**src/rtl/updown_counter_ext.sv**
```systemverilog
// Parametrised up/down event/position counter with programmable bounds, step,
// parallel load, per-cycle saturate/wrap selection and overflow/underflow pulses.
module updown_counter_ext #(
   parameter int WIDTH  = 8,
   parameter int STEP_W = 4
) (
   input  logic              CLK,
   input  logic              RST,
   input  logic              EN,
   input  logic              UP_DWN,
   input  logic              WRAP,
   input  logic [STEP_W-1:0] STEP,
   input  logic              LOAD,
   input  logic [WIDTH-1:0]  LOAD_VAL,
   input  logic [WIDTH-1:0]  MIN_VAL,
   input  logic [WIDTH-1:0]  MAX_VAL,
   output logic [WIDTH-1:0]  COUNT,
   output logic              AT_MAX,
   output logic              AT_MIN,
   output logic              OVF,
   output logic              UNF
);

   logic [WIDTH-1:0] count_q;
   logic [WIDTH-1:0] count_d;
   logic             ovf_q;
   logic             ovf_d;
   logic             unf_q;
   logic             unf_d;
   logic [WIDTH:0]   step_ext;
   logic [WIDTH:0]   sum;
   logic [WIDTH:0]   diff;
   logic             up_fits;
   logic             down_fits;

   // The extra top bit keeps carries out of 2^WIDTH-1 and borrows below 0 visible.
   assign step_ext  = (WIDTH+1)'(STEP);
   assign sum       = {1'b0, count_q} + step_ext;
   assign diff      = {1'b0, count_q} - step_ext;
   assign up_fits   = (sum <= {1'b0, MAX_VAL});
   assign down_fits = !diff[WIDTH] && (diff[WIDTH-1:0] >= MIN_VAL);

   always_comb begin
      count_d = count_q;
      ovf_d   = 1'b0;
      unf_d   = 1'b0;
      if (LOAD) begin
         if (LOAD_VAL < MIN_VAL)
            count_d = MIN_VAL;
         else if (LOAD_VAL > MAX_VAL)
            count_d = MAX_VAL;
         else
            count_d = LOAD_VAL;
      end else if (count_q < MIN_VAL) begin
         count_d = MIN_VAL;
      end else if (count_q > MAX_VAL) begin
         count_d = MAX_VAL;
      end else if (EN) begin
         if (UP_DWN) begin
            if (up_fits) begin
               count_d = sum[WIDTH-1:0];
            end else if (WRAP) begin
               count_d = MIN_VAL;
               ovf_d   = 1'b1;
            end else begin
               count_d = MAX_VAL;
               ovf_d   = (count_q != MAX_VAL);
            end
         end else begin
            if (down_fits) begin
               count_d = diff[WIDTH-1:0];
            end else if (WRAP) begin
               count_d = MAX_VAL;
               unf_d   = 1'b1;
            end else begin
               count_d = MIN_VAL;
               unf_d   = (count_q != MIN_VAL);
            end
         end
      end
   end

   always_ff @(posedge CLK) begin
      if (RST) begin
         count_q <= '0;
         ovf_q   <= 1'b0;
         unf_q   <= 1'b0;
      end else begin
         count_q <= count_d;
         ovf_q   <= ovf_d;
         unf_q   <= unf_d;
      end
   end

   assign COUNT  = count_q;
   assign OVF    = ovf_q;
   assign UNF    = unf_q;
   assign AT_MAX = (count_q == MAX_VAL);
   assign AT_MIN = (count_q == MIN_VAL);

endmodule

```
**config.mk**
```make
export PLATFORM = sky130hd
export DESIGN_NAME = updown_counter_ext
export DESIGN_NICKNAME = d
export VERILOG_FILES = /design/src/rtl/updown_counter_ext.sv
export SDC_FILE = /design/constraint.sdc
export NUM_CORES = 1
export LEC_CHECK = 0
export CAP_MARGIN = 30
export CELL_PAD_IN_SITES_DETAIL_PLACEMENT = 0
export CELL_PAD_IN_SITES_GLOBAL_PLACEMENT = 1
export CORE_MARGIN = 2
export CORE_UTILIZATION = 44
export CTS_CLUSTER_SIZE = 20
export DETAILED_ROUTE_END_ITERATION = 6
export HOLD_SLACK_MARGIN = 0.15
export PLACE_DENSITY_LB_ADDON = 0.1
export SYNTH_ARGS = -nofsm -noshare
export SYNTH_HDL_FRONTEND = slang
export SYNTH_SLANG_ARGS = --single-unit
```
**constraint.sdc**
```tcl
create_clock -name CLK -period 5.95 [get_ports CLK]
set_input_delay 1.19 -clock CLK [delete_from_list [all_inputs] [get_ports CLK]]
set_output_delay 1.19 -clock CLK [all_outputs]
set_load 0.02 [all_outputs]
```
**Yosys cells after proc, flatten, opt, wreduce, memory -nomap -nowiden**

Index checks and enable logic that the tools add are counted.

- Register bits after elaboration: 10
- Bits of input ports: 34
- Output and inout bits: 12

- Add/sub/neg operators: 2
- $lt $le $gt $ge: 6
- Equality and inequality tests: 4
- Multiplexer cells: 13
- Bitwise logic cells: 2
- Reductions and logical operators: 5

Operator list:

| kind | count |
|---|---|
| $mux 8 | 11 |
| $eq 8x8->1 | 2 |
| $gt 8x8->1 | 2 |
| $lt 8x8->1 | 2 |
| $ne 8x8->1 | 2 |
| $reduce_or 7->1 | 2 |
| $add 8x4->9 | 1 |
| $le 9x8->1 | 1 |
| $sub 8x4->9 | 1 |
| $ge 8x8->1 | 1 |
| $reduce_bool 4->1 | 1 |
| $mux 1 | 2 |
| $not 1->1 | 2 |
| $logic_and 1x1->1 | 1 |
| $logic_not 1->1 | 1 |

**Logic depth before layout (Yosys ltp)**

- Depth in word-level cells: 9
- Gate-level depth with buffers: 17
- Mapped depth without buffers: 16

**Worst setup path after synthesis**

Ideal clock, no wire load.

- Path kind: input to register
- From: input port STEP[0]
- To: register count_q[1] (netlist: COUNT[1])
- Library setup time: 0.120 ns
- Data arrival time: 3.948 ns
- Required time: 5.830 ns
- Setup slack: 1.883 ns
- Cell stages on the path: 16
- Path buffers: 1
- Path through: ha_1 -> inv_1 -> fa_1 -> a21oi_1 -> nor2_1 -> o41ai_1 -> o21ai_0 -> ha_1 -> a21o_1 -> a21oi_1 -> o211ai_2 -> nand3b_1 -> buf_6 -> mux2i_1 -> o221ai_1 -> a211o_1

- Longest elaborated chain between the ends: 9
- Elaborated cells on any way between the ends: 13
- Those cells by class: 2 x add/sub; 2 x order compare; 7 x mux; 2 x reduce/logical

RTL lines:

| what | RTL line | RTL |
|---|---|---|
| start, declared | 12 | `input logic [STEP_W-1:0] STEP,` |
| $sub 8x4->9 | 39 | `assign diff = {1'b0, count_q} - step_ext;` |
| $ge 8x8->1 / $logic_not 1->1 (equally long branches) | 41 | `assign down_fits = !diff[WIDTH] && (diff[WIDTH-1:0] >= MIN_VAL);` |
| $logic_and 1x1->1 | 41 |  |
| $mux 8 | 70 | `if (down_fits) begin` |
| $mux 8 (*) | 59 | `if (UP_DWN) begin` |
| $mux 8 (*) | 58 | `end else if (EN) begin` |
| $mux 8 (*) | 56 | `end else if (count_q > MAX_VAL) begin` |
| $mux 8 (*) | 54 | `end else if (count_q < MIN_VAL) begin` |
| $mux 8 (*) | 47 | `if (LOAD) begin` |
| end signal, assigned | 89 | `count_q <= count_d;` |
| end, declared | 24 | `logic [WIDTH-1:0] count_q;` |

Mark *: on every way between the ends. The rest lies on a longest branch, timed or not. The select of a mux whose other input is x is not followed.
A chain may end at the register's enable or synchronous reset.

**Final worst setup path**

Same ends and word-level chain as after synthesis.

==> flow_summary_export.csv <==
group,metric,value,unit
outcome,status,"finished clean",
placed_design,place_congestion,0.886,
sta,whs,637,ps
critical_path,r2r_cells,16,
route,wl_per_cell,18.6,um
sta,fmax,204,MHz
synth,synth_top_area_cell,"ha_1",
critical_path,crit_required,6080,ps
floorplanning,core_area,5990,um^2
layout,num-fill-cells,587,
hold_path,worst_hold_path_type,"reg2reg",
layout,syn_to_final_growth,18.1,%
global_route,grt_max_degree,24,
clock_network,cts.path.max_buffers,2,
route,final_antenna_net_count,0,
clock_network,cts-root-buf,"clkbuf_8",
synth,yosysMostFrequentCell,"ha_1",
synth,synth_area,2760,um^2
layout,post_layout_nonfiller_instances,447,
clock_network,cts_setup_buffers,0,
floorplanning,die_x,83.2,um
route,avgViaCountPerCell,6.04,
synth,ys_warn_count,0,
synth,syn_inst,334,
placed_design,dp_cells,444,
synth,synth_cell_types,62,
sta,fin_crit_sh,0.825,
critical_path,end_kind,"flop",
route,drt_wl_total,8330,um
critical_path,path_class,"in2reg",
sta,rsz0062_at_grt,"no",
global_route,met3_usage,0.0298,
global_route,grt-ovfl-total,0,
clock_network,clk_pin_slew,50,ps
sta,skew,3.14,ps
route,num_vias,2699,
global_route,met1_usage,0.326,
synth,synth_edf_count,0,
sta,hold_violations,0,
synth,synth_top_flop_cell,"dfxtp_1",
global_route,grt_pass1_vias,2653,
critical_path,cp.arrival,5030,ps
hold_path,min_path_cells,2,
layout,drive_above_1_share,0.0726,
global_route,antenna_found_initial,0,
pwr,ir_drop,0.0954,mV
clock_network,hold_buffers,0,
floorplanning,rows,28,
placed_design,placed_area,3220,um^2
floorplanning,dieArea,6920,um^2
pwr,power_density,210,nW/um^2
critical_path,worstSetupStartpointType,"input pin",
sta,fin_crit,4910,ps
floorplanning,die_y,83.2,um
clock_network,cts_tree,"yes",
global_route,grt-busiest-layer,"met2",
synth,async_flop_share,0,
run,maxCapViolCount,0,
synth,netlist.area_leader.share,0.250,
sta,timing.final.ws_setup,1040,ps
sta,final_max_slew_viol_count,0,
placed_design,dpl_worst_slack,838,ps
route,dr.pass1.iters,4,
critical_path,crit_fanout,9,
clock_network,numCtsBuffers,3,
floorplanning,start_util,0.460,
synth,syn_nets,425,
layout,fin_area,3260,um^2
route,drtIter0Drc,147,
floorplanning,ios,46,
clock_network,clk_latency,240,ps
pwr,total_power,684,uW
placed_design,numPortBuffers,45,
layout,fin_nets,465,
synth,synth_common_cells,"55 x ha_1, 32 x mux2i_1, 31 x a21oi_1",
clock_network,cts.sinks,10,
layout,final_core_utilization,0.544,
layout,diodes,0,
global_route,grt_util_met2,0.395,
synth,synth-seq-cells,10,
sta,slew_headroom,0.563,
clock_network,htreeDepth,1,
clock_network,cts_resized,0,
synth,yosys-top-cells-area,"ha_1 25%, mux2i_1 12%, dfxtp_1 7.3%, a21oi_1 5.6%, inv_1 3.9%",
sta,tightestPinTransition,653,ps
sta,setup_tns,0,ps
route,drc,0,
sta,setup_viol,0,
synth,ys_seq_area_frac,0.0726,
pwr,power_leakage,1.49,nW
placed_design,place_hpwl,6850,um
global_route,grt_pass1_wl,13400,um
global_route,grt_usage,0.240,
synth,avgSynthCellArea,8.26,um^2
-- area by class of cell --
class | instances | area (um^2) | area share
Multi-Input combinational cell | 283 | 2350 | 0.721
Clock buffer | 3 | 41.3 | 0.0127
Timing Repair Buffer | 47 | 465 | 0.143
Inverter | 29 | 109 | 0.0334
Tap cell | 75 | 93.8 | 0.0288
Sequential cell | 10 | 200 | 0.0614
-- layer usage --
layer | part of all wire | vias up
li1 | - | 1338
met1 | 0.45 | 1258
met2 | 0.47 | 89
met3 | 0.067 | 14
met4 | 0.016 | 0
met5 | 0 | -
-- cell usage in the layout (no fill, tap or decap), types with 6 or more instances in the layout --
master,n
ha_1,55
clkdlybuf4s50_1,45
mux2i_1,32
a21oi_1,31
inv_1,29
nor2_1,28
o21ai_0,11
dfxtp_1,10
o211ai_1,10
nand4_1,9
nand3_1,7
nand2_1,7
a211o_1,7
nor2b_1,6
xnor2_1,6
or2_2,6
a22o_1,6
-- flip-flops by register name, summed over array words and instances (netlist names) --
register	count
COUNT	8
OVF	1
UNF	1
-- worst paths after layout --
path / from / end / slack [ps]
setup / recovery: STEP[0] / COUNT[1] / 1040
hold / removal: COUNT[0] / COUNT[0] / 640
setup reg to reg: COUNT[0] / COUNT[1] / 1960
hold reg to reg: COUNT[0] / COUNT[0] / 640
-- worst max-delay path: stages --
cell             delay (ps)
clkdlybuf4s50_1         490
ha_1                    170
inv_1                    50
fa_1                    390
a21oi_1                 150
nor2_1                  110
o41ai_1                 250
o21ai_0                 220
ha_1                    340
a21o_1                  190
a21oi_1                 200
o211ai_2                120
nand3b_1                470
mux2i_1                 260
o221ai_1                130
a211o_1                 310
-- kinds of logic (layout without fill, tap and decap cells) --
group | count (synthesis) | count (layout) | share of synthesized area
AOI/OAI and AO/OA | 101 | 101 | 0.269
xor gates and xnor gates | 10 | 10 | 0.0318
adders and majority gates | 57 | 57 | 0.264
buffers and inverters | 41 | 79 | 0.0780
DFF | 10 | 10 | 0.0726
muxes | 32 | 32 | 0.116
and+or+nand+nor | 83 | 83 | 0.168
-- power by group --
part / total, mW / switching (mW) / internal [mW] / leakage [nW]
logic: 0.505 / 0.281 / 0.224 / 1.39
clock network: 0.0750 / 0.0303 / 0.0447 / 0.0216
registers: 0.104 / 0.0275 / 0.0770 / 0.0827
Power figures use the tool's default switching activity.
